--- config.mk ---
export PLATFORM = sky130hd
export DESIGN_NAME = bram_fifo
export DESIGN_NICKNAME = d
export VERILOG_FILES = /design/src/rtl/bram_fifo_pkg.sv /design/src/rtl/bram_dual_negedge.sv /design/src/rtl/bram_fifo.sv
export SDC_FILE = /design/constraint.sdc
export NUM_CORES = 2
export LEC_CHECK = 0
export CAP_MARGIN = 20
export CORE_AREA = 4 4 369 735
export DETAILED_ROUTE_END_ITERATION = 6
export DIE_AREA = 0 0 373 739
export PLACE_DENSITY = 0.73
export SLEW_MARGIN = 20
export SYNTH_ARGS = -nofsm -noshare
export SYNTH_HDL_FRONTEND = slang
export SYNTH_SLANG_ARGS = --single-unit
export TNS_END_PERCENT = 10
--- constraint.sdc ---
create_clock -name clk_i -period 8.69 [get_ports clk_i]
set_input_delay 0.869 -clock clk_i [delete_from_list [all_inputs] [get_ports clk_i]]
set_output_delay 0.869 -clock clk_i [all_outputs]
set_load 0.02 [all_outputs]
--- src/rtl/bram_fifo_pkg.sv ---
// Shared request-classification type for the BRAM FIFO controller.
// Depth and width are set by module parameters only.
package bram_fifo_pkg;

    typedef enum logic [1:0] {
        OP_IDLE = 2'b00,
        OP_POP  = 2'b01,
        OP_PUSH = 2'b10,
        OP_BOTH = 2'b11
    } fifo_op_e;

endpackage

--- src/rtl/bram_dual_negedge.sv ---
// Simple dual-port RAM: rising-edge write, falling-edge registered read.
// A read issued on the falling edge is settled by the following rising edge.
module bram_dual_negedge #(
    parameter int addrWidth_p = 8,
    parameter int dataWidth_p = 16
) (
    input  logic                   clk_i,
    input  logic                   wr_en,
    input  logic [addrWidth_p-1:0] wr_addr,
    input  logic [dataWidth_p-1:0] wr_data,
    input  logic [addrWidth_p-1:0] rd_addr,
    output logic [dataWidth_p-1:0] rd_data
);

    logic [dataWidth_p-1:0] mem [2**addrWidth_p];

    always_ff @(posedge clk_i) begin
        if (wr_en) begin
            mem[wr_addr] <= wr_data;
        end
    end

    always_ff @(negedge clk_i) begin
        rd_data <= mem[rd_addr];
    end

endmodule

--- src/rtl/bram_fifo.sv ---
// First-word-fall-through FIFO: pointers, count and sticky error flags live here,
// entries live in a single falling-edge-read BRAM.
module bram_fifo
    import bram_fifo_pkg::*;
#(
    parameter int memSize_p   = 8,
    parameter int dataWidth_p = 16
) (
    input  logic                   clk_i,
    input  logic                   reset_i,
    input  logic                   write_i,
    input  logic [dataWidth_p-1:0] data_i,
    input  logic                   read_i,
    output logic [dataWidth_p-1:0] data_o,
    output logic                   empty_o,
    output logic                   full_o,
    output logic [memSize_p:0]     count_o,
    output logic                   overflow_o,
    output logic                   underflow_o
);

    localparam int unsigned         DEPTH    = 2**memSize_p;
    localparam logic [memSize_p:0]  DEPTH_C  = DEPTH[memSize_p:0];
    localparam logic [memSize_p:0]  CNT_ONE  = 1;
    localparam logic [memSize_p-1:0] PTR_ONE = 1;

    logic [memSize_p-1:0] wptr;
    logic [memSize_p-1:0] rptr;
    logic [memSize_p:0]   count_q;
    logic [memSize_p:0]   count_next;
    logic                 empty_q;
    logic                 full_q;
    logic                 overflow_q;
    logic                 underflow_q;
    logic                 push_ok;
    logic                 pop_ok;
    fifo_op_e             op;

    // Acceptance uses the registered flags, so a full FIFO rejects a push
    // even when a pop is accepted in the same cycle.
    assign push_ok = write_i && !full_q;
    assign pop_ok  = read_i  && !empty_q;
    assign op      = fifo_op_e'({push_ok, pop_ok});

    always_comb begin
        count_next = count_q;
        case (op)
            OP_PUSH: count_next = count_q + CNT_ONE;
            OP_POP:  count_next = count_q - CNT_ONE;
            default: count_next = count_q;
        endcase
    end

    always_ff @(posedge clk_i) begin
        if (reset_i) begin
            wptr        <= '0;
            rptr        <= '0;
            count_q     <= '0;
            empty_q     <= 1'b1;
            full_q      <= 1'b0;
            overflow_q  <= 1'b0;
            underflow_q <= 1'b0;
        end else begin
            if (push_ok) begin
                wptr <= wptr + PTR_ONE;
            end
            if (pop_ok) begin
                rptr <= rptr + PTR_ONE;
            end
            count_q <= count_next;
            empty_q <= (count_next == '0);
            full_q  <= (count_next == DEPTH_C);
            if (write_i && full_q) begin
                overflow_q <= 1'b1;
            end
            if (read_i && empty_q) begin
                underflow_q <= 1'b1;
            end
        end
    end

    // rptr already holds the post-edge read pointer when the falling-edge read fires.
    bram_dual_negedge #(
        .addrWidth_p(memSize_p),
        .dataWidth_p(dataWidth_p)
    ) u_mem (
        .clk_i   (clk_i),
        .wr_en   (push_ok && !reset_i),
        .wr_addr (wptr),
        .wr_data (data_i),
        .rd_addr (rptr),
        .rd_data (data_o)
    );

    assign empty_o     = empty_q;
    assign full_o      = full_q;
    assign count_o     = count_q;
    assign overflow_o  = overflow_q;
    assign underflow_o = underflow_q;

endmodule

==> impl_metrics.py <==
metrics = {
    "routing": {
        "vias": 81032,
        "antenna_left": 0,
        "wirelength_um": 450000,
        "drc": 1,
        "wl_per_cell_um": 39.5,
        "viasPerCell": 7.11,
        "dr.pass1.iters": 7,
        "drtIter0Drc": 12606,
    },
    "finish": {
        "fillCellCount": 15949,
        "final_common_cell": "edfxtp_1",
        "layout_common_cells": "edfxtp_1, mux4_2, buf_4",
        "layout-drive-gt1-share_pct": 28.6,
        "final-instance-count-excl-fill": 11395,
        "seqCellArea_um2": 124000,
        "multi_input_area_um2": 32700,
        "syn2layout_area_growth_pct": 12.3,
        "final_nets": 7622,
    },
    "clock_tree": {
        "clk_latency_ns": 0.95,
        "cts_tree": "yes",
        "clockBufferDepth": 4,
        "cts_buffers": 341,
        "htreeDepth": 5,
        "clk_pin_slew_ns": 0.07,
        "cts_sinks": 4141,
        "cts_root_buf": "clkbuf_16",
        "ctsHoldBuffers": 0,
    },
    "global_routing": {
        "grt_max_degree": 207,
        "grt-ovfl-total": 0,
        "grt_pass1_vias": 81343,
        "grt_pass1_wl_um": 631000,
        "track_usage_pct": 32.8,
        "antenna_found_initial": 22,
    },
    "timing": {
        "hold_viol_final": 0,
        "maxSlewHeadroom_pct": 21.9,
        "maxSlewViolCount": 0,
        "fin_skew_ns": 0.0589,
        "max_slew.worst_pin.slew_ns": 1.17,
        "finalSetupViolCount": 0,
        "rsz0062_at_grt": "false",
    },
    "logic_synthesis": {
        "synth-main-ff-cell": "edfxtp_1",
        "syn_inst": 6996,
        "synth.top_cell.area_share_pct": 77.5,
        "synthTopCellsByArea": "edfxtp_1, mux4_2, mux2i_1, a22oi_1, nor2_1",
        "syn-num-nets": 7023,
        "synth-edff-count": 4096,
        "ys_ff_latch": 4141,
        "synth_largest_area_cell": "edfxtp_1",
        "synth_area_um2": 159000,
        "synth_cell_types": 72,
        "synthArstFlopShare_pct": 0,
        "yosysWarnings": 0,
        "seq_area_frac_synth_pct": 78.1,
        "synth_area_per_cell_um2": 22.7,
    },
    "worst_setup_path": {
        "crit_chain": "buf_12 > buf_12 > mux4_2 > a22o_1 > a221oi_1 > o22ai_1 > o21ai_2 > nand3b_1",
        "crit_top_cell": "buf_12",
        "critPathLaunchType": "flip-flop",
        "cpPeakStageDelay_ns": 0.74,
        "cp.required_ns": 5.12,
        "crit_family": "compound AO/OA/AOI/OAI gates",
        "critical_path_class": "reg -> reg",
        "crit_path_top_delay_cell": "dfxtp_4",
        "arrival_ns": 5.01,
        "cp-end-kind": "flip-flop",
        "cp_num_buf_inv": 2,
        "cp_max_fo": 53,
    },
    "floorplanning": {
        "die_w_um": 373,
        "top_level_ports": 49,
        "dieArea_um2": 276000,
        "rows": 268,
        "die_h_um": 739,
        "core_um2": 266000,
        "start_util_pct": 59.7,
    },
    "job": {
        "drv_cap": 0,
    },
    "power_and_ir_drop": {
        "p_int_mw": 33.1,
        "power_density_nw_per_um2": 239,
        "p_sw_share_pct": 22.4,
        "total_power_mw": 42.6,
        "power_frac_clock_pct": 37.2,
        "ir_drop_mv": 0.181,
        "p_seq_share_pct": 51.8,
        "power.switching_mw": 9.54,
        "p_leak_nw": 55.0,
        "pwr-share-comb_pct": 11.0,
    },
    "placed_design": {
        "place_hpwl_um": 279000,
        "io_buffers": 48,
        "place_congestion": 0.900,
        "place_inst": 10742,
    },
    "outcome": {
        "violations": "design-rule violations",
        "outcome": "finished, violations left",
    },
    "min_path": {
        "hold_path_class": "in -> reg",
    },
}
==> power groups by stage <==
| stage | combinational (mW) | clock, mW | sequential (mW) |
|---|---|---|---|
| 2_1_floorplan | 3.17 | 0.0120 | 22.5 |
| 3_3_place_gp | 4.57 | 0.0120 | 22.5 |
| 3_5_place_dp | 4.66 | 0.0120 | 22.5 |
| 4_1_cts | 4.72 | 16.0 | 22.1 |
| 5_1_grt | 4.93 | 16.9 | 22.1 |
| 6_report | 4.69 | 15.9 | 22.1 |
==> synthesized netlist by cell type, drive strengths merged, types with 18 or more instances <==
library cell and count:
nor3 26, nor2b 19, dfxtp 45, o22ai 42
nor2 330, a22oi 190, mux4 1060, a211oi 24
a221oi 43, clkbuf 162, buf 256, nor4 18
a22o 49, nand2 106, o21ai 33, nand3 55
edfxtp 4096, mux2i 155, a21oi 107
==> state kept, by name (all words and copies together), names as in the netlist <==
register / cells
count_o: 9
empty_o: 1
full_o: 1
overflow_o: 1
rptr: 8
u_mem.mem: 4096
u_mem.rd_data: 16
underflow_o: 1
wptr: 8
==> per-stage QoR <==
stage	cell area [um2]	setup slack [ns]	util, %	hold slack (ns)	setup TNS (ns)
floorplan	159000	1.74	-	0.482	0
global placement	167000	-2.06	62.7	0.450	-4.70
detailed placement	167000	-0.303	62.7	0.463	-0.303
CTS	178000	0.0638	67.0	0.444	0
global route	178000	0.0606	67.1	0.453	0
finish	178000	0.104	67.1	0.461	0
==> repair_timing <==
item	in CTS	in global routing
setup endpoints to repair	2	1
pin swaps	0	0
buffers inserted	2	0
gates cloned	0	0
endpoints found under the hold margin	0	0
gates resized for setup	1	1
==> final cells by class <==
| cell class | instances | share of cell area (%) |
|---|---|---|
| well taps | 3510 | 2.46 |
| clock inverters | 205 | 1.21 |
| repair buffers | 659 | 3.29 |
| flip-flops and latches | 4141 | 69.5 |
| multi-input cells | 2425 | 18.3 |
| inverters | 11 | 0.0274 |
| diodes | 15 | 0.0210 |
| clock buffers | 429 | 5.18 |
==> layer usage <==
metal / global-route usage (%) / vias up / wire length, um
met5: 0 / - / 65
met1: 38.2 / 42539 / 137000
met2: 54.8 / 6125 / 229000
li1: - / 30943 / -
met3: 6.62 / 1415 / 44600
met4: 23.0 / 10 / 39500
==> cells by family (layout without fill, tap and decap cells) <==
group | count (synthesis) | after routing | synth area share, %
flip-flops | 4141 | 4141 | 78.1
multiplexers | 1222 | 1222 | 16.1
AND/OR/NAND/NOR | 608 | 608 | 1.66
AO/OA/AOI/OAI | 566 | 566 | 2.53
buffers and inverters | 430 | 1304 | 1.51
XOR/XNOR | 22 | 22 | 0.121
adder cells (fa/ha/maj) | 7 | 7 | 0.0552
other | 0 | 15 | 0
==> worst paths after layout <==
check / start / to / slack (ns) / cells after the start
hold / removal: data_i[2] / u_mem.mem[172][2]$_DFFE_PP_ / 0.46 / 1
hold reg to reg: underflow_o$_SDFFE_PP0P_ / underflow_o$_SDFFE_PP0P_ / 0.48 / 2
setup reg to reg: rptr[0]$_SDFFE_PP0P_ / u_mem.rd_data[4]$_DFF_N_ / 0.10 / 8
setup / recovery: rptr[0]$_SDFFE_PP0P_ / u_mem.rd_data[4]$_DFF_N_ / 0.10 / 8
(Power assumes the default switching activity.)
